===== config.mk =====
export PLATFORM = sky130hd
export DESIGN_NAME = instr_fetch_unit_flat
export DESIGN_NICKNAME = d
export VERILOG_FILES = /design/src/rtl/ifu_pkg.sv /design/src/rtl/ifu_if.sv /design/src/rtl/ifu_sync_fifo.sv /design/src/rtl/instr_fetch_unit.sv /design/src/flat_wrapper.sv
export SDC_FILE = /design/constraint.sdc
export NUM_CORES = 1
export LEC_CHECK = 0
export BUFFER_PORTS_ARGS = -buffer_cell sky130_fd_sc_hd__buf_2
export CAP_MARGIN = 10
export CORE_MARGIN = 2
export CORE_UTILIZATION = 31
export CTS_BUF_LIST = sky130_fd_sc_hd__clkbuf_2
export DETAILED_ROUTE_END_ITERATION = 10
export SLEW_MARGIN = 10
export SYNTH_ARGS = -nofsm -noshare
export SYNTH_HDL_FRONTEND = slang
export SYNTH_SLANG_ARGS = --single-unit

===== constraint.sdc =====
create_clock -name clk -period 5.8 [get_ports clk]
set_input_delay 1.74 -clock clk [delete_from_list [all_inputs] [get_ports clk]]
set_output_delay 1.74 -clock clk [all_outputs]
set_load 0.05 [all_outputs]

===== src/rtl/ifu_pkg.sv =====
// Shared types for the instruction fetch unit.
//   state_t       : fetch sequencer states
//   fetch_entry_t : {pc, instr} pair at the default widths
//   DEF_*         : default widths and halt encoding
package ifu_pkg;

   localparam int unsigned DEF_ADDR_W = 16;
   localparam int unsigned DEF_DATA_W = 32;
   localparam logic [DEF_DATA_W-1:0] DEF_HALT_WORD = 32'hFFFF_FFFF;

   typedef enum logic [1:0] {
      IDLE   = 2'd0,
      RUN    = 2'd1,
      HALTED = 2'd2
   } state_t;

   typedef struct packed {
      logic [DEF_ADDR_W-1:0] pc;
      logic [DEF_DATA_W-1:0] instr;
   } fetch_entry_t;

endpackage


===== src/rtl/ifu_if.sv =====
// Control, instruction-memory and decode-side signals of the fetch unit.
//   master : the fetch unit (drives imem_en/imem_addr, out_*, halted)
//   slave  : the surrounding core / memory / decode
interface ifu_if #(
   parameter int unsigned ADDR_W = ifu_pkg::DEF_ADDR_W,
   parameter int unsigned DATA_W = ifu_pkg::DEF_DATA_W
);
   logic              start;
   logic              redirect_valid;
   logic [ADDR_W-1:0] redirect_pc;
   logic              imem_en;
   logic [ADDR_W-1:0] imem_addr;
   logic [DATA_W-1:0] imem_rdata;
   logic              out_valid;
   logic              out_ready;
   logic [DATA_W-1:0] out_instr;
   logic [ADDR_W-1:0] out_pc;
   logic              halted;

   modport master (
      input  start, redirect_valid, redirect_pc, imem_rdata, out_ready,
      output imem_en, imem_addr, out_valid, out_instr, out_pc, halted
   );

   modport slave (
      output start, redirect_valid, redirect_pc, imem_rdata, out_ready,
      input  imem_en, imem_addr, out_valid, out_instr, out_pc, halted
   );
endinterface


===== src/rtl/ifu_sync_fifo.sv =====
// Small synchronous FIFO with flush; head is shown combinationally from storage.
//   clk, rst_n : clock, async active-low reset (storage cleared to 0)
//   push/push_data, pop : enqueue / dequeue; push while full is accepted if pop
//   flush      : empties the FIFO, dominates push/pop
//   head       : entry at the read pointer
//   count      : number of valid entries
module ifu_sync_fifo #(
   parameter int unsigned DEPTH = 2,
   parameter int unsigned WIDTH = 48,
   localparam int unsigned CNT_W = $clog2(DEPTH + 1),
   localparam int unsigned PTR_W = $clog2(DEPTH)
) (
   input  logic             clk,
   input  logic             rst_n,
   input  logic             push,
   input  logic [WIDTH-1:0] push_data,
   input  logic             pop,
   input  logic             flush,
   output logic [WIDTH-1:0] head,
   output logic [CNT_W-1:0] count
);

   logic [WIDTH-1:0] mem [DEPTH];
   logic [PTR_W-1:0] wr_ptr;
   logic [PTR_W-1:0] rd_ptr;
   logic             do_push_c;
   logic             do_pop_c;

   // Pointer increment with wrap for non-power-of-two depths
   function automatic logic [PTR_W-1:0] ptr_inc(input logic [PTR_W-1:0] p);
      return (p == PTR_W'(DEPTH - 1)) ? '0 : p + PTR_W'(1);
   endfunction

   assign do_pop_c  = pop && (count != '0);
   assign do_push_c = push && ((count != CNT_W'(DEPTH)) || do_pop_c);
   assign head      = mem[rd_ptr];

   always_ff @(posedge clk or negedge rst_n) begin
      if (!rst_n) begin
         for (int i = 0; i < int'(DEPTH); i++) mem[i] <= '0;
         wr_ptr <= '0;
         rd_ptr <= '0;
         count  <= '0;
      end else if (flush) begin
         wr_ptr <= '0;
         rd_ptr <= '0;
         count  <= '0;
      end else begin
         if (do_push_c) begin
            mem[wr_ptr] <= push_data;
            wr_ptr      <= ptr_inc(wr_ptr);
         end
         if (do_pop_c) rd_ptr <= ptr_inc(rd_ptr);
         count <= count + CNT_W'(do_push_c) - CNT_W'(do_pop_c);
      end
   end

endmodule


===== src/rtl/instr_fetch_unit.sv =====
// PC sequencer and instruction fetcher: issues word addresses to a 1-cycle
// instruction memory, buffers returned words with their PC and hands them to
// decode over valid/ready. Supports start, stall, redirect and halt-on-word.
//   clk, rst_n : clock, async active-low reset
//   bus        : ifu_if.master (start, redirect_*, imem_*, out_*, halted)
module instr_fetch_unit
   import ifu_pkg::*;
#(
   parameter int unsigned       ADDR_W     = DEF_ADDR_W,
   parameter int unsigned       DATA_W     = DEF_DATA_W,
   parameter int unsigned       FIFO_DEPTH = 2,
   parameter logic [ADDR_W-1:0] START_PC   = '0,
   parameter logic [DATA_W-1:0] HALT_WORD  = DATA_W'(DEF_HALT_WORD)
) (
   input  logic  clk,
   input  logic  rst_n,
   ifu_if.master bus
);

   localparam int unsigned CNT_W   = $clog2(FIFO_DEPTH + 1);
   localparam int unsigned OCC_W   = CNT_W + 1;
   localparam int unsigned ENTRY_W = ADDR_W + DATA_W;

   typedef struct packed {
      logic [ADDR_W-1:0] pc;
      logic [DATA_W-1:0] instr;
   } entry_t;

   state_t            state, state_nxt;
   logic [ADDR_W-1:0] pc, pc_nxt;
   logic              inflight, inflight_nxt;
   logic [ADDR_W-1:0] tag_pc, tag_nxt;
   logic              halted;

   logic [CNT_W-1:0]  count;
   entry_t            push_e;
   entry_t            head_e;
   logic              out_valid;
   logic              pop_c;
   logic              push_c;
   logic              issue_c;
   logic              halt_hit_c;
   logic [OCC_W-1:0]  occ_c;

   assign out_valid = (count != '0);
   assign pop_c     = out_valid && bus.out_ready;
   assign push_e    = '{pc: tag_pc, instr: bus.imem_rdata};

   // Output buffer; redirect flushes everything except a same-cycle handshake
   ifu_sync_fifo #(
      .DEPTH (FIFO_DEPTH),
      .WIDTH (ENTRY_W)
   ) u_fifo (
      .clk       (clk),
      .rst_n     (rst_n),
      .push      (push_c),
      .push_data (push_e),
      .pop       (pop_c),
      .flush     (bus.redirect_valid),
      .head      (head_e),
      .count     (count)
   );

   // State, PC and in-flight tag registers
   always_ff @(posedge clk or negedge rst_n) begin
      if (!rst_n) begin
         state    <= IDLE;
         pc       <= START_PC;
         inflight <= 1'b0;
         tag_pc   <= '0;
         halted   <= 1'b0;
      end else begin
         state    <= state_nxt;
         pc       <= pc_nxt;
         inflight <= inflight_nxt;
         tag_pc   <= tag_nxt;
         halted   <= (state_nxt == HALTED);
      end
   end

   // Next state, credit-based issue, return push and halt detection
   always_comb begin
      state_nxt    = state;
      pc_nxt       = pc;
      inflight_nxt = 1'b0;
      tag_nxt      = tag_pc;
      issue_c      = 1'b0;
      push_c       = 1'b0;
      halt_hit_c   = 1'b0;
      // Slots already claimed after this cycle's pop
      occ_c        = OCC_W'(count) + OCC_W'(inflight) - OCC_W'(pop_c);

      if (bus.redirect_valid) begin
         state_nxt = RUN;
         pc_nxt    = bus.redirect_pc;
      end else begin
         case (state)
            IDLE, HALTED: begin
               if (bus.start) state_nxt = RUN;
            end
            RUN: begin
               push_c     = inflight;
               halt_hit_c = inflight && (bus.imem_rdata == HALT_WORD);
               issue_c    = (occ_c < OCC_W'(FIFO_DEPTH));
               if (issue_c) begin
                  pc_nxt       = pc + ADDR_W'(1);
                  inflight_nxt = 1'b1;
                  tag_nxt      = pc;
               end
               // Drop any fetch issued alongside the halt word and rewind PC
               if (halt_hit_c) begin
                  state_nxt    = HALTED;
                  pc_nxt       = tag_pc + ADDR_W'(1);
                  inflight_nxt = 1'b0;
               end
            end
            default: state_nxt = IDLE;
         endcase
      end
   end

   assign bus.imem_en   = issue_c;
   assign bus.imem_addr = pc;
   assign bus.out_valid = out_valid;
   assign bus.out_instr = head_e.instr;
   assign bus.out_pc    = head_e.pc;
   assign bus.halted    = halted;

endmodule

===== src/flat_wrapper.sv =====
// flat-port wrapper written by rule: the top's interface ports become plain ports
module instr_fetch_unit_flat import ifu_pkg::*;
#(
   parameter int unsigned       ADDR_W     = DEF_ADDR_W,
   parameter int unsigned       DATA_W     = DEF_DATA_W,
   parameter int unsigned       FIFO_DEPTH = 2,
   parameter logic [ADDR_W-1:0] START_PC   = '0,
   parameter logic [DATA_W-1:0] HALT_WORD  = DATA_W'(DEF_HALT_WORD)
)
  (clk, rst_n, bus_start, bus_redirect_valid, bus_redirect_pc, bus_imem_rdata, bus_out_ready, bus_imem_en, bus_imem_addr, bus_out_valid, bus_out_instr, bus_out_pc, bus_halted);
  ifu_if #(.ADDR_W(ADDR_W), .DATA_W(DATA_W)) bus_i ();
  input  logic clk;
  input  logic rst_n;
  input wire logic [$bits(bus_i.start)-1:0] bus_start;
  input wire logic [$bits(bus_i.redirect_valid)-1:0] bus_redirect_valid;
  input wire logic [$bits(bus_i.redirect_pc)-1:0] bus_redirect_pc;
  input wire logic [$bits(bus_i.imem_rdata)-1:0] bus_imem_rdata;
  input wire logic [$bits(bus_i.out_ready)-1:0] bus_out_ready;
  output wire logic [$bits(bus_i.imem_en)-1:0] bus_imem_en;
  output wire logic [$bits(bus_i.imem_addr)-1:0] bus_imem_addr;
  output wire logic [$bits(bus_i.out_valid)-1:0] bus_out_valid;
  output wire logic [$bits(bus_i.out_instr)-1:0] bus_out_instr;
  output wire logic [$bits(bus_i.out_pc)-1:0] bus_out_pc;
  output wire logic [$bits(bus_i.halted)-1:0] bus_halted;
  assign bus_i.start = bus_start;
  assign bus_i.redirect_valid = bus_redirect_valid;
  assign bus_i.redirect_pc = bus_redirect_pc;
  assign bus_i.imem_rdata = bus_imem_rdata;
  assign bus_i.out_ready = bus_out_ready;
  assign bus_imem_en = bus_i.imem_en;
  assign bus_imem_addr = bus_i.imem_addr;
  assign bus_out_valid = bus_i.out_valid;
  assign bus_out_instr = bus_i.out_instr;
  assign bus_out_pc = bus_i.out_pc;
  assign bus_halted = bus_i.halted;
  instr_fetch_unit #(.ADDR_W(ADDR_W), .DATA_W(DATA_W), .FIFO_DEPTH(FIFO_DEPTH), .START_PC(START_PC), .HALT_WORD(HALT_WORD)) u_core (.clk(clk), .rst_n(rst_n), .bus(bus_i));
endmodule

==> results.yml, run 1 <==
status:
  run_status: "finished clean"
clock_tree:
  post_cts.repair.setup_buffers: 0
  cts_tree: "done"
  ctsResizeCount: 0
  clock_latency_ps: 700
  clk_pin_slew_ps: 220
  htree_num_levels: 4
  clockBufferDepth: 2
  cts.sinks: 136
  cts_buffers: 17
  hold_buffers: 0
  clockRootBuffer: "clkbuf_2"
sta:
  fmax_mhz: 183
  max_slew_margin_pct: 32.4
  tightest_slew_ps: 1010
  setup_viol: 0
  fin_tns_setup_ps: 0
  period_minus_slack_ps: 5470
  finalHoldViolations: 0
  slew_violations: 0
  rsz0062_at_grt: "no"
  period_share_pct: 94.3
  clock_skew_ps: 35.0
drt:
  drc_errors: 0
  antenna_left: 0
  dr_wl_met3_um: 1100
  drtIter0Drc: 206
  wl_per_cell_um: 17.1
  top_layer: "met4"
  route.met2.wl_um: 7340
  drt_pass1_iterations: 4
  routed_wl_um: 16100
  m1WireLength_um: 7610
  dr_total_vias: 4608
  viasPerCell: 4.89
setup_path:
  start_kind: "primary input"
  path_cells: "buf_2 > nand2_1 > inv_1 > ha_1 > nand2b_1 > fa_1 > xnor2_1 > and2_1 > nand2_2 > inv_2 > buf_2"
  critPathTopFamily: "buffers and inverters"
  arrival_ps: 3730
  cp_slowest_cell: "fa_1"
  r2r_slack_ps: 2600
  crit_type: "primary input to primary output"
  cpMostUsedCell: "buf_2"
  cp.required_ps: 4060
  critPathMaxStageDelay_ps: 380
  worst-path-max-fanout: 10
  cp-end-kind: "primary output"
  crit_buf_inv: 4
finish:
  drive_gt1_share_pct: 49.3
  insertedDiodeCount: 0
  area_growth_pct: 16.8
  design_area_um2: 7810
  fillerInstances: 2087
  final_net_count: 712
floorplanning:
  die_h_um: 151
  rows: 53
  io_pins: 120
  start_util_pct: 31.7
  dieArea_um2: 22800
  placeableCoreArea_um2: 21100
  die_w_um: 151
grt:
  grt.total_usage_pct: 14.7
  grt_first_pass_wirelength_um: 25500
  grt_overflow: 0
  grt_max_degree: 108
  grt_pass1_vias: 4681
  antenna_found_initial: 0
synthesis:
  yosys_warnings: 0
  syn_nets: 593
  synthArstFlopShare_pct: 100
  ys_seq_area_share_pct: 50.9
  syn_inst: 536
  syn_area_um2: 6690
  ys_ff_latch: 136
  synth-edff-count: 0
  synth-main-ff-cell: "dfrtp_1"
  synthDistinctLibCells: 48
  avgSynthCellArea_um2: 12.5
place:
  port_buffers: 119
  hpwl_um: 11000
  placed_area_um2: 7570
  routabilityCongestion: 0.772
hold_path:
  hold_path_class: "flip-flop to flip-flop"
flow_run:
  drv_cap: 0
-- kinds of logic after synthesis --
| family | Yosys count | share of synthesized area, % |
|---|---|---|
| xor gates and xnor gates | 28 | 3.78 |
| AOI/OAI and AO/OA | 41 | 4.23 |
| muxes | 168 | 28.1 |
| buffers and inverters | 44 | 2.88 |
| adders and majority gates | 4 | 0.861 |
| and+or+nand+nor | 115 | 9.30 |
| DFF | 136 | 50.9 |
-- through the flow --
step	util [%]	hold WS, ps	setup WS, ps	std cells
global placement	35.9	464	363	911
detailed placement	35.9	472	338	911
CTS	37.0	518	324	943
global route	37.0	540	188	943
floorplan	-	454	486	536
finish	37.0	510	332	943
-- synthesized netlist by cell type (4+ instances only) --
cell type	n	share of area (%)
mux2i_1	11	1.6
nor4_1	5	0.47
a221oi_1	4	0.52
and3_1	5	0.47
inv_1	16	0.90
dfrtp_1	136	51
nand4_1	13	1.2
mux2_2	155	26
nor3_1	12	0.90
o21ai_0	16	1.2
xnor2_1	21	2.7
nand2_1	32	1.8
a31oi_1	4	0.37
clkbuf_1	10	0.56
nor2_1	11	0.62
nand3_1	14	1.0
xor2_1	6	0.79
buf_2	10	0.75
nand2b_1	4	0.37
o211ai_1	4	0.45
buf_1	4	0.22
-- final cells by class --
| cell class | instances | area (µm²) | area share, % |
|---|---|---|---|
| sequential | 136 | 3400 | 43.6 |
| timing repair buffer | 127 | 662 | 8.47 |
| clock inverter | 14 | 149 | 1.91 |
| tap | 275 | 344 | 4.41 |
| clock buffer | 18 | 90.1 | 1.15 |
| multi-input combinational | 356 | 3100 | 39.7 |
| inverter | 17 | 63.8 | 0.817 |
-- routing by layer --
layer | up-vias | global-route usage [%]
met5 | - | 0
met3 | 7 | 3.77
li1 | 2179 | -
met1 | 2266 | 20.2
met2 | 156 | 23.2
met4 | 0 | 3.55
-- registers in the layout, indices dropped and copies added (netlist names) --
| register | cells |
|---|---|
| u_core.u_fifo.rd_ptr | 1 |
| u_core.state | 2 |
| u_core.u_fifo.mem | 96 |
| u_core.bus.imem_addr | 16 |
| u_core.inflight | 1 |
| u_core.u_fifo.count | 2 |
| u_core.tag_pc | 16 |
| u_core.u_fifo.wr_ptr | 1 |
| u_core.bus.halted | 1 |
-- final timing paths --
| path | startpoint | end | cells past startpoint |
|---|---|---|---|
| worst max-delay path | bus_out_ready | bus_imem_en | 11 |
| worst min-delay path | u_core.u_fifo.mem[94] | u_core.u_fifo.mem[94] | 1 |
| min in group asynchronous | rst_n | u_core.u_fifo.mem[59] | 1 |
| worst min register to register | u_core.u_fifo.mem[94] | u_core.u_fifo.mem[94] | 1 |
| worst max register to register | u_core.u_fifo.count[1] | u_core.bus.imem_addr[8] | 11 |
| max in group asynchronous | rst_n | u_core.tag_pc[10] | 2 |
-- cells in the final DEF, fill, tap and decap left out, types with 4 or more instances in the layout --
master,netlist,routed
a221oi_1,4,4
a31oi_1,4,4
and3_1,5,5
buf_2,10,118
buf_4,2,8
clkbuf_2,0,18
dfrtp_1,136,135
inv_1,16,16
mux2_2,155,155
mux2i_1,11,11
nand2_1,32,31
nand2b_1,4,4
nand3_1,14,14
nand4_1,13,13
nor2_1,11,11
nor3_1,12,12
nor4_1,5,5
o211ai_1,4,4
o21ai_0,16,16
xnor2_1,21,21
xor2_1,6,6
Power of run 1 is left out: the tool's default activity adds up to more than one toggle a clock period on the data nets, which glitch-free logic cannot reach.
==> inputs of run 2 (changes only) <==
CELL_PAD_IN_SITES_DETAIL_PLACEMENT = 0   (was default)
CELL_PAD_IN_SITES_GLOBAL_PLACEMENT = 1   (was default)
PLACE_DENSITY_LB_ADDON = 0.1   (was default)
==> run 2 against run 1 <==
Effect of this change: final area is 0.80% higher; sequential cell count did not move; maximum frequency rose by 1.1%; clock skew rose by 8.5 ps; register-to-register slack lost 90 ps; first-iteration DRC count is 6.3% lower; routed wire length rose by 5.5%; sequential share of layout area fell by 0.35 points; critical path depth unchanged; worst setup slack improved by 58 ps; global-route usage increased by 1.0 points.
==> results.yml, run 2 (same netlist as run 1, synthesis figures left out) <==
status:
  run_status: "finished clean"
sta:
  fmax_mhz: 185
  hold_slack_ps: 509
  clock_skew_ps: 43.5
  rsz0062_at_grt: "no"
  max_slew_margin_pct: 34.4
  tightest_slew_ps: 984
  period_minus_slack_ps: 5410
  fin_tns_setup_ps: 0
  finalHoldViolations: 0
  period_share_pct: 93.3
  worst_slack_ps: 390
  setup_viol: 0
  slew_violations: 0
grt:
  grt.total_usage_pct: 15.7
  grt_pass1_vias: 4859
  grt_overflow: 0
  grt_first_pass_wirelength_um: 27000
  antenna_found_initial: 2
  grt_max_degree: 104
clock_tree:
  cts_tree: "done"
  clockRootBuffer: "clkbuf_2"
  hold_buffers: 0
  cts_buffers: 17
  clk_pin_slew_ps: 210
  clockBufferDepth: 2
  ctsResizeCount: 0
  cts.sinks: 136
  clock_latency_ps: 730
  htree_num_levels: 4
  post_cts.repair.setup_buffers: 0
setup_path:
  cpMostUsedCell: "buf_2"
  cp-end-kind: "primary output"
  critPathMaxStageDelay_ps: 380
  crit_type: "primary input to primary output"
  start_kind: "primary input"
  crit_buf_inv: 4
  cp.required_ps: 4060
  critPathTopFamily: "adder cells"
  path_cells: "buf_2 > nand2_1 > inv_1 > ha_1 > nand2b_1 > fa_1 > xnor2_1 > and2_1 > nand2_2 > inv_2 > buf_2"
  cp_slowest_cell: "fa_1"
  worst-path-max-fanout: 4
  arrival_ps: 3670
finish:
  final_common_cell: "mux2_2"
  utilization_pct: 37.3
  area_growth_pct: 17.7
  design_area_um2: 7870
  final_net_count: 716
  fin_cells: 947
  largest_register: "u_core.u_fifo.mem"
  fillerInstances: 2102
  final_cell_mix: "mux2_2, dfrtp_1, buf_2"
  largest_reg_flops: 96
  drive_gt1_share_pct: 49.3
place:
  hpwl_um: 11900
  place_ws_ps: 393
  dp.cells: 915
  placed_area_um2: 7600
  routabilityCongestion: 0.783
  port_buffers: 119
floorplanning:
  dieArea_um2: 22800
  placeableCoreArea_um2: 21100
  die_h_um: 151
  die_w_um: 151
  io_pins: 120
  rows: 53
  start_util_pct: 31.7
pwr:
  power_leakage_nw: 3.56
  power_mw: 5.23
  power.density_nw_per_um2: 664
  ir_worst_vdd_uv: 247
hold_path:
  hold_path_class: "flip-flop to flip-flop"
drt:
  wl_per_cell_um: 18.0
  antenna_left: 0
  routed_wl_um: 17000
  drt_pass1_iterations: 4
  drtIter0Drc: 193
  drc_errors: 0
  viasPerCell: 4.90
  dr_total_vias: 4645
flow_run:
  drv_cap: 0
[run 2: final timing paths]
kind | cells past startpoint | slack [ps] | from | to
max reg2reg | 11 | 2510 | u_core.u_fifo.count[1] | u_core.bus.imem_addr[5]
max | 11 | 390 | bus_out_ready | bus_imem_en
min in group asynchronous | 1 | 1090 | rst_n | u_core.u_fifo.mem[63]
min reg2reg | 1 | 510 | u_core.u_fifo.mem[94] | u_core.u_fifo.mem[94]
max in group asynchronous | 2 | 3650 | rst_n | u_core.tag_pc[4]
min | 1 | 510 | u_core.u_fifo.mem[94] | u_core.u_fifo.mem[94]
[run 2: routing by layer]
metal  track usage (%)  up-vias  share of wire, %
li1                  -     2183                 -
met1              20.8     2327                46
met2              25.6      123                48
met3              3.86       10               5.2
met4              4.35        2              0.78
met5                 0        -             0.053
[run 2: worst reg2reg max path: cells and delay by family (launching register included)]
kind | cells | cell delay (ps)
and+or+nand+nor | 4 | 760
xor gates and xnor gates | 1 | 200
DFF | 1 | 500
buffers and inverters | 1 | 60
adders and majority gates | 2 | 640
AOI/OAI and AO/OA | 3 | 1070
[run 2: cell type report]
cell class,count,area (µm²),area share [%]
diodes,1,2.50,0.0318
clock buffers,18,90.1,1.14
clock inverters,13,179,2.27
inverters,17,63.8,0.811
multi-input cells,356,3100,39.3
flip-flops and latches,136,3400,43.2
well taps,275,344,4.37
repair buffers,131,692,8.79
[run 2: power breakdown]
part | total [mW] | internal [mW] | switching, mW
registers | 1.77 | 1.39 | 0.376
logic | 2.82 | 1.02 | 1.80
clock network | 0.645 | 0.281 | 0.365
(Power assumes the default switching activity.)
